--- src/rtl/id_ex_operand_stage.sv ---
// -----------------------------------------------------------------------------
// id_ex_operand_stage
//   ID/EX pipeline register in front of the ALU. It latches the decoded
//   operands and control from ID. Operands are resolved against later-stage
//   writers, either by forwarding or by interlocking. The register then drives
//   the ALU inputs (DataIn1/DataIn2/AluCtrl) and the values handed on to EX/MEM.
//
//   Build option: ALU_FWD_EN
//     defined   : MEM/WB -> EX forwarding muxes; stall only on load-use.
//     undefined : no forwarding; load_use_stall_o is a full RAW interlock
//                 against EX, MEM and WB writers.
//
// Ports
//   clk_i, rst_i                  clock, synchronous active-high reset
//   id_*_i                        decoded instruction from ID
//   id_flush_i                    kill the instruction entering EX
//   ex_hold_i                     downstream stall, freeze EX register
//   mem_*_i / wb_*_i              forwarding / interlock sources
//   load_use_stall_o              combinational; upstream holds PC and IF/ID
//   ex_*_o                        ALU operands/op and fields passed to EX/MEM
// -----------------------------------------------------------------------------
module id_ex_operand_stage #(
    parameter int DATA_W = 32,
    parameter int REG_AW = 5
) (
    input  logic              clk_i,
    input  logic              rst_i,
    input  logic              id_valid_i,
    input  logic [REG_AW-1:0] id_rs_i,
    input  logic [REG_AW-1:0] id_rt_i,
    input  logic [REG_AW-1:0] id_rd_i,
    input  logic [DATA_W-1:0] id_rs_data_i,
    input  logic [DATA_W-1:0] id_rt_data_i,
    input  logic [DATA_W-1:0] id_imm_i,
    input  logic [4:0]        id_shamt_i,
    input  logic [4:0]        id_alu_ctrl_i,
    input  logic              id_alu_src_i,
    input  logic              id_shift_i,
    input  logic              id_reg_write_i,
    input  logic              id_mem_read_i,
    input  logic              id_flush_i,
    input  logic              ex_hold_i,
    input  logic              mem_reg_write_i,
    input  logic [REG_AW-1:0] mem_rd_i,
    input  logic [DATA_W-1:0] mem_result_i,
    input  logic              wb_reg_write_i,
    input  logic [REG_AW-1:0] wb_rd_i,
    input  logic [DATA_W-1:0] wb_result_i,
    output logic              load_use_stall_o,
    output logic              ex_valid_o,
    output logic [DATA_W-1:0] ex_data_in1_o,
    output logic [DATA_W-1:0] ex_data_in2_o,
    output logic [4:0]        ex_alu_ctrl_o,
    output logic [DATA_W-1:0] ex_store_data_o,
    output logic [REG_AW-1:0] ex_rd_o,
    output logic              ex_reg_write_o,
    output logic              ex_mem_read_o
);

    typedef struct packed {
        logic              valid;
        logic [REG_AW-1:0] rs;
        logic [REG_AW-1:0] rt;
        logic [REG_AW-1:0] rd;
        logic [DATA_W-1:0] rs_data;
        logic [DATA_W-1:0] rt_data;
        logic [DATA_W-1:0] imm;
        logic [4:0]        shamt;
        logic [4:0]        alu_ctrl;
        logic              alu_src;
        logic              shift;
        logic              reg_write;
        logic              mem_read;
    } ex_reg_t;

    ex_reg_t ex_q, ex_d;

    logic [DATA_W-1:0] fwd_rs, fwd_rt;

`ifdef ALU_FWD_EN
    // MEM is the younger writer, so it wins over WB. Register 0 never forwards.
    always_comb begin
        fwd_rs = ex_q.rs_data;
        if (mem_reg_write_i && mem_rd_i != '0 && mem_rd_i == ex_q.rs)
            fwd_rs = mem_result_i;
        else if (wb_reg_write_i && wb_rd_i != '0 && wb_rd_i == ex_q.rs)
            fwd_rs = wb_result_i;
    end

    always_comb begin
        fwd_rt = ex_q.rt_data;
        if (mem_reg_write_i && mem_rd_i != '0 && mem_rd_i == ex_q.rt)
            fwd_rt = mem_result_i;
        else if (wb_reg_write_i && wb_rd_i != '0 && wb_rd_i == ex_q.rt)
            fwd_rt = wb_result_i;
    end

    // Only a load in EX cannot be forwarded in time; both sources are compared
    // even if the instruction does not read rt.
    assign load_use_stall_o = !rst_i && id_valid_i && ex_q.valid && ex_q.mem_read &&
                              (ex_q.rd != '0) &&
                              (ex_q.rd == id_rs_i || ex_q.rd == id_rt_i);
`else
    logic unused_results;
    assign unused_results = ^{mem_result_i, wb_result_i};

    assign fwd_rs = ex_q.rs_data;
    assign fwd_rt = ex_q.rt_data;

    // Without forwarding, any pending writer of a nonzero ID source interlocks.
    function automatic logic raw_hit(input logic [REG_AW-1:0] src);
        raw_hit = (src != '0) &&
                  ((ex_q.valid && ex_q.reg_write && ex_q.rd == src) ||
                   (mem_reg_write_i && mem_rd_i == src) ||
                   (wb_reg_write_i && wb_rd_i == src));
    endfunction

    assign load_use_stall_o = !rst_i && id_valid_i && (raw_hit(id_rs_i) || raw_hit(id_rt_i));
`endif

    always_comb begin
        ex_d = ex_q;
        if (id_flush_i) begin
            ex_d = '0;
        end else if (ex_hold_i) begin
            ex_d = ex_q;
        end else if (load_use_stall_o) begin
            ex_d = '0;
        end else begin
            ex_d.valid     = id_valid_i;
            ex_d.rs        = id_rs_i;
            ex_d.rt        = id_rt_i;
            ex_d.rd        = id_rd_i;
            ex_d.rs_data   = id_rs_data_i;
            ex_d.rt_data   = id_rt_data_i;
            ex_d.imm       = id_imm_i;
            ex_d.shamt     = id_shamt_i;
            // An empty ID slot becomes a bubble: no side effects downstream.
            ex_d.alu_ctrl  = id_valid_i ? id_alu_ctrl_i : '0;
            ex_d.alu_src   = id_valid_i & id_alu_src_i;
            ex_d.shift     = id_valid_i & id_shift_i;
            ex_d.reg_write = id_valid_i & id_reg_write_i;
            ex_d.mem_read  = id_valid_i & id_mem_read_i;
        end
    end

    always_ff @(posedge clk_i) begin
        if (rst_i) ex_q <= '0;
        else       ex_q <= ex_d;
    end

    // Shift amount sits at bits [10:6] of operand B, matching the ALU's shifter.
    logic [DATA_W-1:0] shamt_op;
    assign shamt_op = {{(DATA_W-11){1'b0}}, ex_q.shamt, 6'b0};

    assign ex_data_in1_o   = ex_q.shift ? fwd_rt : fwd_rs;
    assign ex_data_in2_o   = ex_q.shift ? shamt_op : (ex_q.alu_src ? ex_q.imm : fwd_rt);
    assign ex_store_data_o = fwd_rt;
    assign ex_alu_ctrl_o   = ex_q.alu_ctrl;
    assign ex_valid_o      = ex_q.valid;
    assign ex_rd_o         = ex_q.rd;
    assign ex_reg_write_o  = ex_q.reg_write;
    assign ex_mem_read_o   = ex_q.mem_read;

endmodule
--- config.mk ---
export PLATFORM = sky130hd
export DESIGN_NAME = id_ex_operand_stage
export DESIGN_NICKNAME = d
export VERILOG_FILES = /design/src/rtl/id_ex_operand_stage.sv
export SDC_FILE = /design/constraint.sdc
export NUM_CORES = 1
export LEC_CHECK = 0
export CELL_PAD_IN_SITES_DETAIL_PLACEMENT = 0
export CELL_PAD_IN_SITES_GLOBAL_PLACEMENT = 1
export CORE_MARGIN = 5
export CORE_UTILIZATION = 30
export CTS_CLUSTER_SIZE = 30
export DETAILED_ROUTE_END_ITERATION = 12
export HOLD_SLACK_MARGIN = 0.08
export PLACE_DENSITY = 0.83
export SYNTH_ARGS = -nofsm -noshare
export SYNTH_HDL_FRONTEND = slang
export SYNTH_SLANG_ARGS = --single-unit
--- constraint.sdc ---
create_clock -name clk_i -period 3.8 [get_ports clk_i]
set_input_delay 0.76 -clock clk_i [delete_from_list [all_inputs] [get_ports clk_i]]
set_output_delay 0.76 -clock clk_i [all_outputs]
set_load 0.05 [all_outputs]
==> run summary <==
LEAKAGE -> 3.12 nW
Fin. Hold Viols -> 0
gpl congestion -> 0.858
share of the synthesized area in the top cell type -> 0.346
PwrDens -> 390 mW/mm^2
grt met3 use -> 0.0518
nets@finish -> 1,122
busiest grt layer -> met2
Longest Clk Path Bufs -> 2
setup TNS -> 0 ns
post-synth top area cell -> dfxtp_1
asr flop ratio synth -> 0
status -> finished, final reports clean
critical setup path kind -> input pin to primary output
register area share after synthesis -> 0.346
filler cell count in the final layout -> 2,138
GRT overflow -> 0
dpl cells -> 1,177
Synth Net Count -> 966
peak supply drop -> 0.000257 V
drt drc -> 0
EDFF count, synth -> 0
worst-path fanout max -> 3
gr usage total -> 0.187
Starting DRT DRC Count -> 554
R2R depth -> 6
Crit path max-delay family -> simple AND/OR/NAND/NOR gates
global-route wire length before repair -> 39,300 microns
CTS Buf Count -> 17
RSZ-0062 raised after global routing -> false
Tcrit/Tclk final -> 0.973
post-route minimum period -> 3.70 ns
final wirelength -> 25,000 microns
TritonCTS clock tree -> done
startpoint types -> input pin
Die H -> 160 microns
Fmax -> 0.270 GHz
CP endpoint kind -> primary output
Worst Hold Depth -> 2
# H-tree levels -> 4
drt pass-1 iters -> 5
Final setup viols -> 0
worst slew margin relative to its limit -> 0.537
Antenna Nets Post-Route -> 0
register area -> 0.00232 sq mm
Sink Count -> 116
Initial Utilization -> 0.306
synth cell count leaders -> 116 x dfxtp_1, 111 x o21ai_0, 107 x a32oi_1, 106 x o211ai_1, 91 x clkbuf_1
clock skew -> 0.00787 ns
Worst-path clk slew -> 0.06 ns
slowest stage cell, crit path -> or4_1
core region area -> 0.0219 sq mm
dpl hpwl -> 15,900 microns
Cell Area, Synth -> 0.00671 sq mm
initial antenna violation count -> 0
ANT cells -> 0
Worst Path Required -> 3.04 ns
count leader, synth -> dfxtp_1
post-synth cell types -> 29
Post-CTS Setup Bufs -> 0
synthesized netlist cell count -> 760
Total Power -> 3.81 mW
share of layout cells above drive strength 1 -> 0.112
dominant synthesized flop cell -> dfxtp_1
Mapped Avg Cell Area -> 8.83 sq um
fin util -> 0.447
pre-CTS setup slack -> 0.0699 ns
synthesized flop and latch total -> 116
total of warnings raised by yosys -> 0
Via-to-Cell Ratio -> 5.73
# rows -> 54
Final WS setup -> 0.101 ns
# port buffers -> 251
met1 Use GR -> 0.266
met2 usage -> 0.280
Max-Cap Viols -> 0
max incr delay on CP -> 0.55 ns
worst slew pin tran -> 0.695 ns
Worst Path Buf+Inv -> 2
fin. max-slew vios -> 0
min-delay worst type -> flop to flop
worst skew pair latency -> 0.41 ns
Die Span X -> 160 microns
ranking of synthesized cells by area -> dfxtp_1 35%, a32oi_1 14%, o211ai_1 12%
vias in the first global route -> 6,639
Cell Count, Final, Fillers Out -> 1,209
via count -> 6,927
IO Pins -> 316
largest net degree at the start of global routing -> 117
crit-path cells -> clkdlybuf4s50_1 -> or4_1 -> nor2_2 -> nor3_1 -> or4_4 -> o211a_1 -> buf_4
DIE AREA -> 0.0254 sq mm
average wire per standard cell -> 20.6 microns
Crit path depth -> 7
Area Overhead vs Synth -> 45.8%
clock root cell -> clkbuf_16
Worst EP arrival -> 2.94 ns
footprint of the multi-input gates -> 0.00371 sq mm
repair_timing:
item	4_1_cts	5_1_grt
hold buffers	0	0
resized for setup	0	2
endpoints found under the setup margin	0	1
layout make-up:
cell class / instances / share of cell area
clock buffer: 18 / 0.0449
multi-input combinational: 503 / 0.380
sequential: 116 / 0.238
clock inverter: 14 / 0.0179
tap: 280 / 0.0358
timing repair buffer: 276 / 0.283
inverter: 2 / 0.000896
flip-flops by register name, summed over array words and instances (netlist names):
signal and cells:
ex_q 39, ex_reg_write_o 1, ex_rd_o 5, ex_valid_o 1, ex_mem_read_o 1, fwd_rs 32, ex_alu_ctrl_o 5, ex_store_data_o 32
stage by stage:
stage,hold slack (ns),instance area [sq um]
2_1_floorplan,0.426,6710
3_3_place_gp,0.435,9160
3_5_place_dp,0.449,9160
4_1_cts,0.460,9770
5_1_grt,0.488,9780
6_report,0.457,9780
layer usage:
| metal | wire, microns | share of wire | vias to the layer above |
|---|---|---|---|
| met5 | 0 | 0 | - |
| met2 | 11200 | 0.45 | 303 |
| li1 | - | - | 3262 |
| met4 | 325 | 0.013 | 0 |
| met3 | 1790 | 0.072 | 29 |
| met1 | 11600 | 0.47 | 3333 |
kinds of logic (layout without fill, tap and decap cells):
group / after synthesis / in the layout / share of synthesized area
flops: 116 / 116 / 0.346
simple gates: 74 / 74 / 0.0511
xor+xnor: 30 / 30 / 0.0392
buf+inv: 141 / 310 / 0.105
compound gates: 335 / 335 / 0.357
mux: 64 / 64 / 0.101
worst paths after layout:
check	to	slack, ns	from
max	load_use_stall_o	0.10	id_rs_i[3]
min	ex_alu_ctrl_o[4]	0.46	ex_alu_ctrl_o[4]
max reg2reg	ex_mem_read_o	1.82	ex_rd_o[4]
min reg2reg	ex_alu_ctrl_o[4]	0.46	ex_alu_ctrl_o[4]
where the power goes:
| part | switching [mW] | internal [mW] | leakage (nW) | total [mW] |
|---|---|---|---|---|
| Sequential | 0.0530 | 1.28 | 0.950 | 1.33 |
| Clock | 0.623 | 1.06 | 0.294 | 1.68 |
| Combinational | 0.463 | 0.334 | 1.88 | 0.797 |
| Total | 1.14 | 2.67 | 3.12 | 3.81 |
placed cells by master (no fill, tap or decap), types with 5 or more instances in the layout:
| master | instances |
|---|---|
| dfxtp_1 | 114 |
| o211ai_1 | 106 |
| clkdlybuf4s50_1 | 250 |
| mux2_2 | 32 |
| mux2i_1 | 32 |
| nand3_1 | 11 |
| clkbuf_16 | 17 |
| xor2_1 | 10 |
| a32oi_1 | 106 |
| o21ai_0 | 111 |
| xnor2_1 | 20 |
| nor2_1 | 28 |
| nand2_1 | 17 |
| buf_4 | 20 |
| o31ai_1 | 6 |
| buf_12 | 5 |
worst min-delay path: cells and delay by family, from the launching register on:
family	cells	cell delay, ns
DFF	1	0.31
AOI/OAI and AO/OA	1	0.05
and+or+nand+nor	1	0.05
Note: power is estimated with default switching activity, not from simulation.
